[src/rtl/regfile_write_arbiter.sv]
// regfile_write_arbiter: shares the register-file write port between CPU writeback, debug loader and a clear sequencer
module regfile_write_arbiter #(
   parameter int unsigned STARVE_LIMIT = 8
) (
   input  logic        clk_i,
   input  logic        rst_ni,
   input  logic        cpu_we_i,
   input  logic [4:0]  cpu_addr_i,
   input  logic [31:0] cpu_wdata_i,
   input  logic        dbg_valid_i,
   input  logic [4:0]  dbg_addr_i,
   input  logic [31:0] dbg_wdata_i,
   output logic        dbg_ready_o,
   input  logic        clr_start_i,
   output logic        clr_busy_o,
   output logic        clr_done_o,
   output logic        cpu_stall_o,
   output logic        rf_we_o,
   output logic [4:0]  rf_a3_o,
   output logic [31:0] rf_wd3_o
);
   typedef enum logic [1:0] {IDLE, CLEAR, DBG_FORCE} state_t;
   state_t      state_q, state_d;
   logic [4:0]  clr_idx_q, clr_idx_d;
   logic [7:0]  starve_q, starve_d;
   logic        clr_done_q, clr_done_d;
   logic        cpu_ok, blocked;
   assign cpu_ok     = cpu_we_i && (cpu_addr_i != 5'd0);
   assign blocked    = dbg_valid_i && cpu_ok;
   assign clr_done_o = clr_done_q;
   // state, clear index, starvation counter and done pulse registers
   always_ff @(posedge clk_i or negedge rst_ni) begin
      if (!rst_ni) begin
         state_q    <= IDLE;
         clr_idx_q  <= '0;
         starve_q   <= '0;
         clr_done_q <= 1'b0;
      end else begin
         state_q    <= state_d;
         clr_idx_q  <= clr_idx_d;
         starve_q   <= starve_d;
         clr_done_q <= clr_done_d;
      end
   end
   // write-port mux, handshake and next-state logic; CPU path stays combinational
   always_comb begin
      state_d     = state_q;
      clr_idx_d   = clr_idx_q;
      starve_d    = starve_q;
      clr_done_d  = 1'b0;
      rf_we_o     = 1'b0;
      rf_a3_o     = '0;
      rf_wd3_o    = '0;
      dbg_ready_o = 1'b0;
      cpu_stall_o = 1'b0;
      clr_busy_o  = 1'b0;
      case (state_q)
         IDLE: begin
            if (cpu_ok) begin
               rf_we_o  = 1'b1;
               rf_a3_o  = cpu_addr_i;
               rf_wd3_o = cpu_wdata_i;
            end else if (dbg_valid_i) begin
               dbg_ready_o = 1'b1;
               rf_we_o     = dbg_addr_i != 5'd0;
               rf_a3_o     = dbg_addr_i;
               rf_wd3_o    = dbg_wdata_i;
            end
            starve_d = blocked ? ((starve_q == 8'hFF) ? starve_q : starve_q + 8'd1) : 8'd0;
            if (clr_start_i) begin
               state_d   = CLEAR;
               clr_idx_d = '0;
               starve_d  = '0;
            end else if (blocked && ({1'b0, starve_q} + 9'd1 >= 9'(STARVE_LIMIT))) begin
               state_d = DBG_FORCE;
            end
         end
         DBG_FORCE: begin
            cpu_stall_o = 1'b1;
            if (dbg_valid_i) begin
               dbg_ready_o = 1'b1;
               rf_we_o     = dbg_addr_i != 5'd0;
               rf_a3_o     = dbg_addr_i;
               rf_wd3_o    = dbg_wdata_i;
            end
            starve_d = '0;
            state_d  = IDLE;
         end
         CLEAR: begin
            cpu_stall_o = 1'b1;
            clr_busy_o  = 1'b1;
            rf_we_o     = 1'b1;
            rf_a3_o     = clr_idx_q;
            clr_idx_d   = clr_idx_q + 5'd1;
            starve_d    = '0;
            if (clr_idx_q == 5'd31) begin
               state_d    = IDLE;
               clr_done_d = 1'b1;
            end
         end
         default: state_d = IDLE;
      endcase
   end
endmodule
[config.mk]
export PLATFORM = sky130hd
export DESIGN_NAME = regfile_write_arbiter
export DESIGN_NICKNAME = d
export VERILOG_FILES = /design/src/rtl/regfile_write_arbiter.sv
export SDC_FILE = /design/constraint.sdc
export NUM_CORES = 1
export LEC_CHECK = 0
export BUFFER_PORTS_ARGS = -buffer_cell sky130_fd_sc_hd__buf_4
export CAP_MARGIN = 20
export CORE_AREA = 5 5 78 80
export DETAILED_ROUTE_END_ITERATION = 6
export DIE_AREA = 0 0 83 85
export MAX_ROUTING_LAYER = met4
export SYNTH_ARGS = -nofsm -noshare
export SYNTH_HDL_FRONTEND = slang
export SYNTH_SLANG_ARGS = --single-unit
[constraint.sdc]
create_clock -name clk_i -period 1.95 [get_ports clk_i]
set_clock_uncertainty 0.2 [all_clocks]
set_input_delay 0.0975 -clock clk_i [delete_from_list [all_inputs] [get_ports clk_i]]
set_output_delay 0.0975 -clock clk_i [all_outputs]
set_load 0.05 [all_outputs]
* Yosys cells after proc, flatten, opt, wreduce, memory -nomap -nowiden
Cells that the tools add are included.
** Cells by class
- Muxes and demuxes :: 26
- Divide/modulo/power cells :: 0
- Shifts and indexed selects :: 0
- $lt $le $gt $ge :: 1
- Multiply operators :: 0
- Reductions and logical operators :: 12
- Add/subtract/negate cells :: 3
- Bitwise operators :: 0
- Equality and inequality tests :: 8
** Operator list (count)
- $mux 32 :: 2
- $pmux 32 s2 :: 1
- $mux 8 :: 3
- $pmux 8 s2 :: 1
- $mux 5 :: 3
- $pmux 5 s3 :: 1
- $pmux 5 s2 :: 1
- $reduce_bool 5->1 :: 2
- $add 8x1->9 const B :: 1
- $ge 9x4->1 const B :: 1
- $add 8x1->8 const B :: 1
- $eq 8x8->1 const B :: 1
- $mux 1 :: 8
- $mux 2 :: 3
- $reduce_and 2->1 :: 3
- $add 5x1->5 const B :: 1
- $eq 5x5->1 const B :: 1
- $ne 2x2->1 const B :: 2
- $ne 4x4->1 const B :: 1
- $pmux 2 s2 :: 1
- $reduce_bool 2->1 :: 2
- $logic_and 1x1->1 :: 3
- $ne 3x3->1 const B :: 1
- $pmux 1 s3 :: 1
- other kinds (5) :: 5
** Storage, ports and cells
- Bits in writable memories :: 0
- Latch bits :: 0
- Bits of input ports :: 79
- Memory bits (read-only) :: 0
- Output and inout bits :: 42
- Word-level logic and storage cells :: 54
- Memories kept :: 0
- Register bits :: 16

* Longest topological paths before layout
Gate-level depths: netlist of the first run.
- Word-level depth :: 7
- Gate-level depth with buffers :: 8
- Mapped depth without buffers :: 7

* Worst setup path before layout of the first run
OpenSTA, ideal clock, no wires.
- Path kind :: flip-flop to output port
- Start :: register state_q[1]
- End :: output port rf_a3_o[0]
- Path slack :: -0.849 ns
- Data required time :: 1.652 ns
- Data arrival time :: 2.502 ns
- Cell stages (with the launch flop) :: 7
- Path through :: dfrtp_1 inv_1 ha_1 clkbuf_1 clkbuf_1 a22oi_1 o22ai_1
** Between the ends
- Cells in the longest elaborated chain, start to end :: 2
** RTL lines
- start: declaration :: RTL line 23 : state_t state_q, state_d;
- start signal: assignment :: RTL line 39 : state_q <= state_d;
- $eq 2x1->1 (tied with other cells) :: RTL line 57 : case (state_q)
- $pmux 5 s3 * :: RTL line 57
- end: declaration :: RTL line 19 : output logic [4:0] rf_a3_o,
Mark *: on every way between the ends. The rest lies on a longest branch, timed or not.

* Worst setup path after layout of the first run
- Start :: input port cpu_addr_i[1]
- End :: output port rf_wd3_o[16]
** Between the ends
- Cells in the longest elaborated chain, start to end :: 4
** RTL lines
- start: declaration :: RTL line 8 : input logic [4:0] cpu_addr_i,
- $reduce_bool 5->1 :: RTL line 28 : assign cpu_ok = cpu_we_i && (cpu_addr_i != 5'd0);
- $logic_and 1x1->1 :: RTL line 28
- $mux 32 :: RTL line 59 : if (cpu_ok) begin
- $pmux 32 s2 :: RTL line 57
- end: declaration :: RTL line 20 : output logic [31:0] rf_wd3_o
Every way passes these cells.

==> impl_summary.txt, run 1 <==
----------------------------------------------------
[Global routing]
  Total global routing track utilization ... 20.5%
  Antenna violations before repair ... 0
  Wire length of the first global-routing pass ... 11500 µm
  Via count of the first global-routing pass ... 2119
  Pin count of the biggest net entering global routing ... 19
  Aggregate global routing overflow ... 0

[Drt]
  Final Routed Wirelength ... 7820 µm
  Number of routed nets with antenna violations ... 0
  Ratio of routed vias to standard cells ... 5.23
  DRC marker count from the first detailed-route iteration ... 62
  Via total after detailed routing ... 2161
  DRC violations left ... 0
  Wire per inst ... 18.9 µm
  TritonRoute pass-1 iters ... 4

[Critical path]
  Count of buffer and inverter cells on the critical path ... 5
  Critical path arrival ... 1.81 ns
  Reg-to-reg endpoint ... starve_q[0]
  Worst-case register-to-register setup slack ... 0.02 ns
  Delay of the slowest critical-path stage ... 0.54 ns
  Cell chain of the critical path ... buf_4, or4_4, o21ai_4, buf_4, nor2_4, buf_12, clkbuf_16, a22o_4, buf_6
  Family with the most delay on the worst path ... buffers and inverters
  Max FO, Critical Path ... 9
  Crit Reg-Reg Startpoint ... state_q[0]
  Most repeated library cell on the critical path ... sky130_fd_sc_hd__buf_4
  Worst Path Required ... 1.65 ns
  Capturing element type of the critical path ... primary output
  Startpoint type of the worst setup path ... input pin
  Slowest cell on the critical path ... sky130_fd_sc_hd__or4_4
  Critical setup path kind ... in2out
  Worst R2R Path Depth ... 9
  Critical path startpoint ... cpu_addr_i[1]

[Run status]
  Failing checks ... setup timing
  Run status ... finished, violations left

[STA]
  Fmax ... 474 MHz
  Fin worst setup slack ... -0.158 ns
  Final hold viol count ... 0
  Slew margin rel. ... 77.2%
  Final-report max-slew violation count ... 0
  Actual transition at the worst max-transition pin ... 0.341 ns
  Finish-stage setup viols ... 38
  Post-route fraction of the period consumed by the critical path ... 108%
  Final total negative setup slack ... -4.79 ns
  Setup repair after global routing missed its margin ... yes
  Final critical path time including I/O delays and setup ... 2.11 ns

[Synth]
  Number of standard cells after synthesis ... 184
  Count of state elements after synthesis ... 16
  Top post-synthesis cells by area ... sky130_fd_sc_hd__dfrtp_1, sky130_fd_sc_hd__a22o_1, sky130_fd_sc_hd__ha_1
  Synth Flop Type ... sky130_fd_sc_hd__dfrtp_1
  Post-synth ARST share ... 100%
  Net count of the mapped netlist ... 270
  Number of flops mapped to enable cells by yosys ... 0
  Sequential share of the synthesized area ... 26.1%
  Area fraction of the dominant cell type after synthesis ... 26.1%
  Most used standard cells in the synthesized netlist ... sky130_fd_sc_hd__a22o_1, sky130_fd_sc_hd__dfrtp_1, sky130_fd_sc_hd__nor2_1, sky130_fd_sc_hd__nand2_1
  Count of unique library cells instantiated by Yosys ... 43
  Total of warnings raised by yosys ... 0
  Avg Cell Area, Syn ... 8.32 µm²
  Top-count cell post-synth ... sky130_fd_sc_hd__a22o_1
  Cell type contributing the most total cell area after synthesis ... sky130_fd_sc_hd__dfrtp_1
  Post-Synthesis Cell Area ... 1530 µm²

[Floorplanning]
  Die Y ... 85 µm
  Starting utilization of the core area ... 28.7%
  Core Area ... 5340 µm²
  Die Wd ... 83 µm
  Ports ... 121
  Floorplan die area ... 7060 µm²
  Std cell rows ... 27

[Job]
  Total of max-cap violations ... 0

[Pwr]
  Total internal power ... 1990 µW
  Net load switching power ... 1820 µW
  Maximum resistive drop on vdd ... 455 µV
  Leakage power summed over all cells ... 0.00181 µW
  Share of total power in sequential cells ... 11.0%
  Fraction of power spent switching nets ... 47.8%
  Power per standard cell area ... 1030 nW/µm²
  Clk network pwr share ... 7.9%
  Total power of the final layout ... 3800 µW
  Combinational share of power ... 81.1%

[Placement]
  Final weighted congestion in routability-driven placement ... 0.842
  Input/output buffers ... 120
  DPL Wire Length ... 5890 µm

[Clocking]
  TritonCTS clock tree ... yes
  Max clock buf depth ... 2
  Library cell used as clock root buffer ... sky130_fd_sc_hd__clkbuf_8
  Clk pin slew, worst setup/hold paths ... 0.07 ns
  H-tree depth reported by CTS ... 1
  Clock insertion delay at the later pin of the skew report ... 0.25 ns
  Total clock buffers created by CTS ... 3
  Clock Sinks ... 16

[Cells and area]
  Post-layout net count ... 428
  Fill count ... 412
  Fraction of final layout cells with drive strength greater than 1 ... 71.3%
  Post-synthesis to final-layout area growth ... 142%
  Antenna diode instance count ... 0

[Min path]
  Worst min path class ... in2async

----------------------------------------------------
-- power by group through the flow --
| stage | clock [µW] | combinational, µW | sequential (µW) |
|---|---|---|---|
| 2_1_floorplan | 0 | 1730 | 424 |
| 6_report | 300 | 3080 | 417 |
| 4_1_cts | 309 | 2890 | 415 |
| 5_1_grt | 322 | 3210 | 423 |
| 3_5_place_dp | 0 | 2450 | 419 |
| 3_3_place_gp | 0 | 2430 | 417 |
-- cell usage in the layout (no fill, tap or decap), drive strengths merged, types with 2 or more instances in the layout --
cell         instances
a22o                32
nand4                3
o41ai                3
o21ai                9
ha                   7
buf                163
nand3                9
a22oi                4
o31ai                5
dlygate4sd3          2
mux2i                2
nor2                16
nand2               15
dfrtp               16
nor3                 5
nand2b               5
a21oi                8
o22ai                4
and3                 2
xor2                 2
inv                  8
o311ai               2
clkbuf               5
-- worst max path at each step --
stage / slack (ns) / endpoint / cells after the start
finish: -0.16 / rf_wd3_o[16] / 9
global route: -0.22 / rf_wd3_o[27] / 9
CTS: -0.12 / rf_wd3_o[23] / 9
detailed placement: -0.1 / rf_wd3_o[12] / 9
global placement: -0.08 / rf_wd3_o[12] / 9
floorplan: -0.06 / rf_a3_o[0] / 7
-- kinds of logic (layout without fill, tap and decap cells) --
group / count (synthesis) / count (layout) / synth area share, %
AO/OA/AOI/OAI: 75 / 75 / 39.7
AND/OR/NAND/NOR: 60 / 60 / 19.4
buffers and inverters: 21 / 178 / 5.96
flip-flops: 16 / 16 / 26.1
adder cells (fa/ha/maj): 7 / 7 / 5.72
XOR/XNOR: 3 / 3 / 1.72
multiplexers: 2 / 2 / 1.31
-- routing by layer --
layer  part of all wire [%]  GRT usage (%)  vias up
li1                       -              -     1028
met1                     39           23.5     1034
met2                     53           35.9       83
met3                    5.8           4.56       16
met4                    2.1           5.65        0
met5                      0              -        -
-- worst register-to-register path, delay by kind of cell, from the launching register on --
kind / cells / cell delay [ns]
fa+ha+maj: 1 / 0.17
buf+inv: 4 / 0.53
compound gates: 2 / 0.44
simple gates: 2 / 0.11
flops: 1 / 0.39
-- state kept, by name (all words and copies together), names as in the netlist --
register	cells
state_q	2
starve_q	8
clr_idx_q	5
clr_done_o	1
-- area by class of cell --
type	count	area, µm²	area share, %
Tap cell	72	90.1	2.43
Sequential cell	16	403	10.9
Timing Repair Buffer	166	1580	42.8
Inverter	8	40.0	1.08
Multi-Input combinational cell	147	1530	41.4
Clock buffer	4	55.1	1.49
-- repair_timing --
action,CTS,global route
cloned,1,2
pin swaps,9,13
resized for setup,63,33
buffers inserted,14,3
hold buffers,2,0
hold endpoints to repair,17,0
setup endpoints to repair,39,48
-- metrics by stage --
| stage | setup slack [ns] | instances | util [%] | area (µm²) | hold WS (ns) |
|---|---|---|---|---|---|
| floorplan | -0.0571 | 184 | - | 1930 | -0.398 |
| global placement | -0.0833 | 388 | 57.6 | 3070 | -0.225 |
| detailed placement | -0.0998 | 388 | 57.6 | 3070 | -0.227 |
| CTS | -0.125 | 408 | 65.8 | 3510 | 0.0194 |
| global route | -0.218 | 413 | 69.4 | 3700 | 0.0593 |
| finish | -0.158 | 413 | 69.4 | 3700 | 0.0395 |
No activity file was read; power rests on OpenSTA's default activity.
==> run 2, diff against run 1 <==
- CELL_PAD_IN_SITES_DETAIL_PLACEMENT: unset -> 0
- CELL_PAD_IN_SITES_GLOBAL_PLACEMENT: unset -> 1
- CORE_AREA: 5 5 78 80 -> 5 5 83 85
- DIE_AREA: 0 0 83 85 -> 0 0 88 90
- PLACE_DENSITY_LB_ADDON: unset -> 0.1
- clock period: 1.95 -> 2.3 ns (I/O delays scaled with it)
==> impl_summary.txt, run 2 (same netlist as run 1, synthesis figures left out) <==
----------------------------------------------------
[Job]
  Total of max-cap violations ... 0

[Placement]
  Final weighted congestion in routability-driven placement ... 0.878
  Cell area after placement ... 2640 µm²
  DPL Wire Length ... 5620 µm
  Number of placed instances with taps included ... 378
  Setup slack after placement ... 0.101 ns
  Input/output buffers ... 120

[Critical path]
  Max FO, Critical Path ... 34
  Slowest cell on the critical path ... sky130_fd_sc_hd__dfrtp_1
  Critical setup path kind ... reg2out
  Count of buffer and inverter cells on the critical path ... 4
  Startpoint type of the worst setup path ... flip-flop
  Critical path arrival ... 1.88 ns
  Capturing element type of the critical path ... primary output
  Worst R2R Path Depth ... 7
  Family with the most delay on the worst path ... buffers and inverters
  Crit Reg-Reg Startpoint ... state_q[1]
  Worst Path Required ... 1.99 ns
  Delay of the slowest critical-path stage ... 0.39 ns
  Worst-case register-to-register setup slack ... 0.23 ns
  Cell chain of the critical path ... inv_1, ha_4, a21oi_1, nand2b_4, inv_2, buf_12, a22o_2, buf_4
  Reg-to-reg endpoint ... starve_q[4]

[Min path]
  Worst Hold Path Cells ... 3
  Worst-case hold path end point ... clr_idx_q[4]
  Worst min path class ... in2reg
  Worst hold start ... clr_start_i

[Drt]
  Ratio of routed vias to standard cells ... 5.02
  DRC violations left ... 0
  Final Routed Wirelength ... 6820 µm
  Via total after detailed routing ... 1936
  TritonRoute pass-1 iters ... 4
  Number of routed nets with antenna violations ... 0
  DRC marker count from the first detailed-route iteration ... 93
  Wire per inst ... 17.7 µm

[Clocking]
  Clock insertion delay at the later pin of the skew report ... 0.25 ns
  TritonCTS clock tree ... yes
  H-tree depth reported by CTS ... 1
  Clk pin slew, worst setup/hold paths ... 0.07 ns
  Max clock buf depth ... 2
  Total clock buffers created by CTS ... 3
  Library cell used as clock root buffer ... sky130_fd_sc_hd__clkbuf_8
  Clock Sinks ... 16

[Global routing]
  Via count of the first global-routing pass ... 1906
  Total global routing track utilization ... 17.1%
  Antenna violations before repair ... 0
  Pin count of the biggest net entering global routing ... 35
  Aggregate global routing overflow ... 0
  Wire length of the first global-routing pass ... 10500 µm

[Cells and area]
  Antenna diode instance count ... 0
  Final instance area ... 2760 µm²
  Top Registers ... starve_q x8, clr_idx_q x5, state_q x2
  Fill count ... 622
  Commonest cells after routing, fill and taps aside ... sky130_fd_sc_hd__buf_4, sky130_fd_sc_hd__a22o_2, sky130_fd_sc_hd__dfrtp_1
  Post-layout net count ... 396
  Max FFs per register ... 8
  Top register by number of flip-flops ... starve_q
  Final standard cell count with taps included and fillers excluded ... 386
  Most common cell after layout, fill and taps aside ... sky130_fd_sc_hd__buf_4
  Post-synthesis to final-layout area growth ... 80.2%
  Fraction of final layout cells with drive strength greater than 1 ... 60.8%

[STA]
  Final critical path time including I/O delays and setup ... 2.20 ns
  Final hold viol count ... 0
  Final-report max-slew violation count ... 0
  Fmax ... 455 MHz
  Fin worst setup slack ... 0.101 ns
  Slew margin rel. ... 69.5%
  Post-route fraction of the period consumed by the critical path ... 95.6%
  Setup repair after global routing missed its margin ... no
  Actual transition at the worst max-transition pin ... 0.457 ns
  Finish-stage setup viols ... 0
  Final total negative setup slack ... 0 ns

[Floorplanning]
  Core Area ... 6130 µm²
  Starting utilization of the core area ... 25.0%
  Die Wd ... 88 µm
  Floorplan die area ... 7920 µm²
  Ports ... 121
  Die Y ... 90 µm
  Std cell rows ... 29

[Pwr]
  Leakage power summed over all cells ... 0.00137 µW
  Combinational share of power ... 74.7%
  Total power of the final layout ... 2450 µW
  Clk network pwr share ... 10.4%
  Share of total power in sequential cells ... 14.9%
  Fraction of power spent switching nets ... 53.3%
  Power per standard cell area ... 888 nW/µm²
  Total internal power ... 1140 µW
  Maximum resistive drop on vdd ... 489 µV
  Net load switching power ... 1310 µW

[Run status]
  Run status ... complete, no violations

----------------------------------------------------
## run 2: changes by cell type in the layout (fill, tap and decap cells not counted), moves of 3 or more
cell                      delta
sky130_fd_sc_hd__a22oi_2     -4
sky130_fd_sc_hd__buf_4      +20
sky130_fd_sc_hd__a22o_4     -31
sky130_fd_sc_hd__buf_12      -3
sky130_fd_sc_hd__inv_1       +3
sky130_fd_sc_hd__a22o_2     +30
sky130_fd_sc_hd__a22oi_1     +4
sky130_fd_sc_hd__buf_6      -33
sky130_fd_sc_hd__buf_8      -12
## run 2: power groups by stage
stage / clock (µW) / sequential [µW] / combinational [µW]
floorplan: 0 / 355 / 1230
global placement: 0 / 370 / 1790
detailed placement: 0 / 372 / 1780
CTS: 259 / 366 / 1800
global route: 276 / 369 / 1940
finish: 256 / 364 / 1830
## run 2: how the worst max path moves through the flow
| stage | endpoint | cells past startpoint | slack [ns] | startpoint |
|---|---|---|---|---|
| 2_1_floorplan | rf_a3_o[0] | 6 | -0.09 | state_q[1] |
| 3_3_place_gp | rf_wd3_o[8] | 9 | 0.10 | cpu_addr_i[0] |
| 3_5_place_dp | rf_wd3_o[8] | 9 | 0.10 | cpu_addr_i[0] |
| 4_1_cts | rf_wd3_o[8] | 9 | 0.03 | cpu_addr_i[0] |
| 5_1_grt | rf_wd3_o[8] | 8 | 0.006 | state_q[1] |
| 6_report | rf_wd3_o[8] | 8 | 0.10 | state_q[1] |
## run 2: per-layer routing
layer,vias to the layer above,wire length (µm),global-route usage [%]
met2,57,3180,26.6
met3,4,491,2.93
met1,912,3120,23.7
met5,-,0,-
met4,0,29,2.56
li1,963,-,-
## run 2: through the flow
stage / hold WS (ns) / util (%)
after floorplan: -0.381 / -
after global placement: -0.207 / 43.1
after detailed placement: -0.206 / 43.1
after CTS: 0.00219 / 44.3
after global routing: 0.0294 / 45.0
final: 0.00178 / 45.0
## run 2: final cells by class
| class | instances | area [µm²] | share of cell area, % |
|---|---|---|---|
| Clock buffer | 4 | 55.1 | 1.99 |
| Inverter | 8 | 30.0 | 1.09 |
| Sequential cell | 16 | 400 | 14.5 |
| Multi-Input combinational cell | 147 | 1150 | 41.5 |
| Tap cell | 77 | 96.3 | 3.49 |
| Timing Repair Buffer | 134 | 1030 | 37.4 |
## run 2: timing repair
| action | 4_1_cts | 5_1_grt |
|---|---|---|
| resized for setup | 3 | 4 |
| buffers inserted | 0 | 3 |
| endpoints found under the hold margin | 16 | 0 |
| setup endpoints to repair | 33 | 33 |
| hold buffers | 1 | 0 |
## run 2: worst reg2reg max path, cell delays in order (launching register included)
cell                      delay (ns)
sky130_fd_sc_hd__dfrtp_1        0.41
sky130_fd_sc_hd__buf_4          0.15
sky130_fd_sc_hd__ha_1           0.19
sky130_fd_sc_hd__inv_1          0.22
sky130_fd_sc_hd__o41ai_2        0.13
sky130_fd_sc_hd__buf_4          0.19
sky130_fd_sc_hd__or2_4          0.29
sky130_fd_sc_hd__o31ai_2        0.21
==> run 3, diff against run 2 <==
- ABC_AREA: unset -> 1
- CORE_AREA: 5 5 83 85 -> 5 5 88 90
- DIE_AREA: 0 0 88 90 -> 0 0 93 95
==> impl_summary.txt, run 3 <==
----------------------------------------------------
[Run status]
  Run status ... complete, no violations

[Critical path]
  Startpoint type of the worst setup path ... flip-flop
  Crit Reg-Reg Startpoint ... state_q[1]
  Family with the most delay on the worst path ... buffers and inverters
  Critical path startpoint ... state_q[0]
  Worst R2R Path Depth ... 5
  Crit path to ... rf_a3_o[4]
  Critical path arrival ... 1.87 ns
  Most repeated library cell on the critical path ... sky130_fd_sc_hd__a21oi_4
  Slowest cell on the critical path ... sky130_fd_sc_hd__dfrtp_1
  Cell chain of the critical path ... inv_2, ha_2, inv_1, a21oi_4, o21ai_4, clkinv_4, nand2_1, a21oi_4, buf_4
  Count of buffer and inverter cells on the critical path ... 4
  Reg-to-reg endpoint ... starve_q[4]
  Worst Path Required ... 1.99 ns
  Capturing element type of the critical path ... primary output
  Worst-case register-to-register setup slack ... 0.46 ns
  Delay of the slowest critical-path stage ... 0.41 ns
  Max FO, Critical Path ... 5
  Critical setup path kind ... reg2out
  Total number of cells along the worst setup path ... 9

[Global routing]
  GRT met3 Usage ... 3.19%
  Antenna violations before repair ... 0
  Total global routing track utilization ... 14.1%
  Busiest metal layer after global routing ... met2
  Wire length of the first global-routing pass ... 9890 µm
  Met1 Usage GRT ... 16.6%
  Global-route track usage on met2 ... 25.1%
  Aggregate global routing overflow ... 0
  Pin count of the biggest net entering global routing ... 41
  Via count of the first global-routing pass ... 2108

[Floorplanning]
  Die Wd ... 93 µm
  Core Area ... 6980 µm²
  Die Y ... 95 µm
  Floorplan die area ... 8840 µm²
  Ports ... 121
  Starting utilization of the core area ... 24.7%
  Std cell rows ... 31

[Placement]
  Cell area after placement ... 2710 µm²
  DPL Wire Length ... 5110 µm
  Setup slack after placement ... 0.270 ns
  Input/output buffers ... 120
  Final weighted congestion in routability-driven placement ... 0.781

[Synth]
  Synth Flop Type ... sky130_fd_sc_hd__dfrtp_1
  Top post-synthesis cells by area ... sky130_fd_sc_hd__dfrtp_1, sky130_fd_sc_hd__nand2_1, sky130_fd_sc_hd__nand3_1
  Most used standard cells in the synthesized netlist ... sky130_fd_sc_hd__nand2_1, sky130_fd_sc_hd__nand3_1, sky130_fd_sc_hd__inv_1, sky130_fd_sc_hd__dfrtp_1, sky130_fd_sc_hd__nor2_1
  Post-synth ARST share ... 100%
  Area fraction of the dominant cell type after synthesis ... 23.2%
  Total of warnings raised by yosys ... 0
  Sequential share of the synthesized area ... 23.2%
  Number of flops mapped to enable cells by yosys ... 0
  Post-Synthesis Cell Area ... 1720 µm²
  Net count of the mapped netlist ... 369
  Avg Cell Area, Syn ... 6.09 µm²
  Count of state elements after synthesis ... 16
  Top-count cell post-synth ... sky130_fd_sc_hd__nand2_1
  Count of unique library cells instantiated by Yosys ... 26
  Cell type contributing the most total cell area after synthesis ... sky130_fd_sc_hd__dfrtp_1
  Number of standard cells after synthesis ... 283

[Drt]
  Ratio of routed vias to standard cells ... 4.56
  Final Routed Wirelength ... 6670 µm
  Via total after detailed routing ... 2211
  Number of routed nets with antenna violations ... 0
  Wire per inst ... 13.8 µm
  TritonRoute pass-1 iters ... 4
  DRC violations left ... 0
  DRC marker count from the first detailed-route iteration ... 72

[Clocking]
  Number of buffers inserted to repair setup after CTS ... 0
  Total clock buffers created by CTS ... 3
  Max clock buf depth ... 2
  TritonCTS clock tree ... yes
  Clock Sinks ... 16
  Clock insertion delay at the later pin of the skew report ... 0.25 ns
  Clk pin slew, worst setup/hold paths ... 0.07 ns
  Library cell used as clock root buffer ... sky130_fd_sc_hd__clkbuf_8
  H-tree depth reported by CTS ... 1

[Pwr]
  Share of total power in sequential cells ... 13.9%
  Leakage power summed over all cells ... 0.00158 µW
  Total internal power ... 1090 µW
  Combinational share of power ... 75.5%
  Maximum resistive drop on vdd ... 242 µV
  Clk network pwr share ... 10.5%
  Power per standard cell area ... 813 nW/µm²
  Fraction of power spent switching nets ... 54.9%
  Net load switching power ... 1320 µW

[Cells and area]
  Post-layout net count ... 490
  Top Registers ... starve_q x8, clr_idx_q x5, state_q x2
  Final Core Density ... 42.4%
  Fraction of final layout cells with drive strength greater than 1 ... 39.5%
  Final instance area ... 2960 µm²
  Antenna diode instance count ... 0
  Post-synthesis to final-layout area growth ... 71.8%
  Commonest cells after routing, fill and taps aside ... sky130_fd_sc_hd__nand2_1, sky130_fd_sc_hd__buf_4, sky130_fd_sc_hd__nand3_1
  Top register by number of flip-flops ... starve_q
  Max FFs per register ... 8

[STA]
  Actual transition at the worst max-transition pin ... 0.596 ns
  Post-route fraction of the period consumed by the critical path ... 95.1%
  Setup repair after global routing missed its margin ... no
  Final hold viol count ... 0
  Worst-case hold slack ... 0.0665 ns
  Final total negative setup slack ... 0 ns
  Slew margin rel. ... 60.2%
  Fin worst setup slack ... 0.113 ns
  Finish-stage setup viols ... 0
  Fmax ... 457 MHz
  Final critical path time including I/O delays and setup ... 2.19 ns
  Final-report max-slew violation count ... 0

[Job]
  Total of max-cap violations ... 0

[Min path]
  Worst min path class ... in2async

----------------------------------------------------
-- run 3: changes by cell type in the layout (fill, tap and decap cells not counted), moves of 6 or more --
cell                      delta
sky130_fd_sc_hd__a22o_2     -30
sky130_fd_sc_hd__buf_4      -26
sky130_fd_sc_hd__buf_6      +17
sky130_fd_sc_hd__inv_1      +22
sky130_fd_sc_hd__nand2_1    +89
sky130_fd_sc_hd__nand3_1    +39
sky130_fd_sc_hd__o21ai_0     +8
sky130_fd_sc_hd__o21ai_1     -6
sky130_fd_sc_hd__o21ai_2     +8
-- run 3: cells by family (layout without fill, tap and decap cells) --
logic type	Yosys count	in the layout	synth area share, %
AO/OA/AOI/OAI	33	33	11.9
adder cells (fa/ha/maj)	7	7	5.08
buffers and inverters	44	164	12.2
flip-flops	16	16	23.2
AND/OR/NAND/NOR	183	183	47.6
-- run 3: worst reg2reg max path: cells and delay by family (launching register included) --
family	cells	cell delay, ns
adder cells (fa/ha/maj)	1	0.23
AND/OR/NAND/NOR	2	0.63
AO/OA/AOI/OAI	1	0.16
flip-flops	1	0.40
buffers and inverters	1	0.15
-- run 3: power groups by stage --
stage / sequential [µW] / clock, µW / combinational [µW]
after floorplan: 335 / 0 / 1160
after global placement: 339 / 0 / 1670
after detailed placement: 340 / 0 / 1660
after CTS: 334 / 263 / 1680
after global routing: 338 / 279 / 1950
final: 336 / 253 / 1820
-- run 3: worst min-delay path by stage --
stage	to	slack, ns	depth (start not counted)
2_1_floorplan	clr_done_o	-0.38	0
3_3_place_gp	clr_idx_q[2]	-0.20	1
3_5_place_dp	clr_idx_q[2]	-0.21	1
4_1_cts	starve_q[5]	0.06	2
5_1_grt	starve_q[5]	0.09	2
6_report	clr_idx_q[2]	0.07	2
-- run 3: repair_timing --
item / 4_1_cts / 5_1_grt
setup endpoints to repair: 11 / 38
pin swaps: 0 / 1
cloned: 0 / 3
resized for setup: 2 / 34
hold buffers: 2 / 0
endpoints found under the hold margin: 17 / 0
-- run 3: metal layers --
metal  wire [µm]  vias to the layer above
met3         348                        2
met5           0                        -
met1        2730                      997
met4          18                        0
li1            -                     1155
met2        3580                       57
-- run 3: cell type report --
type | instances | area [µm²]
Multi-Input combinational cell | 223 | 1190
Fill cell | 758 | 4020
Sequential cell | 16 | 400
Timing Repair inverter | 1 | 7.51
Clock buffer | 4 | 55.1
Tap cell | 82 | 103
Inverter | 31 | 121
Timing Repair Buffer | 128 | 1080
-- run 3: through the flow --
step / cells / total power [µW]
after global placement: 476 / 2010
after CTS: 482 / 2280
after floorplan: 283 / 1500
final: 485 / 2410
after detailed placement: 476 / 2000
after global routing: 485 / 2570
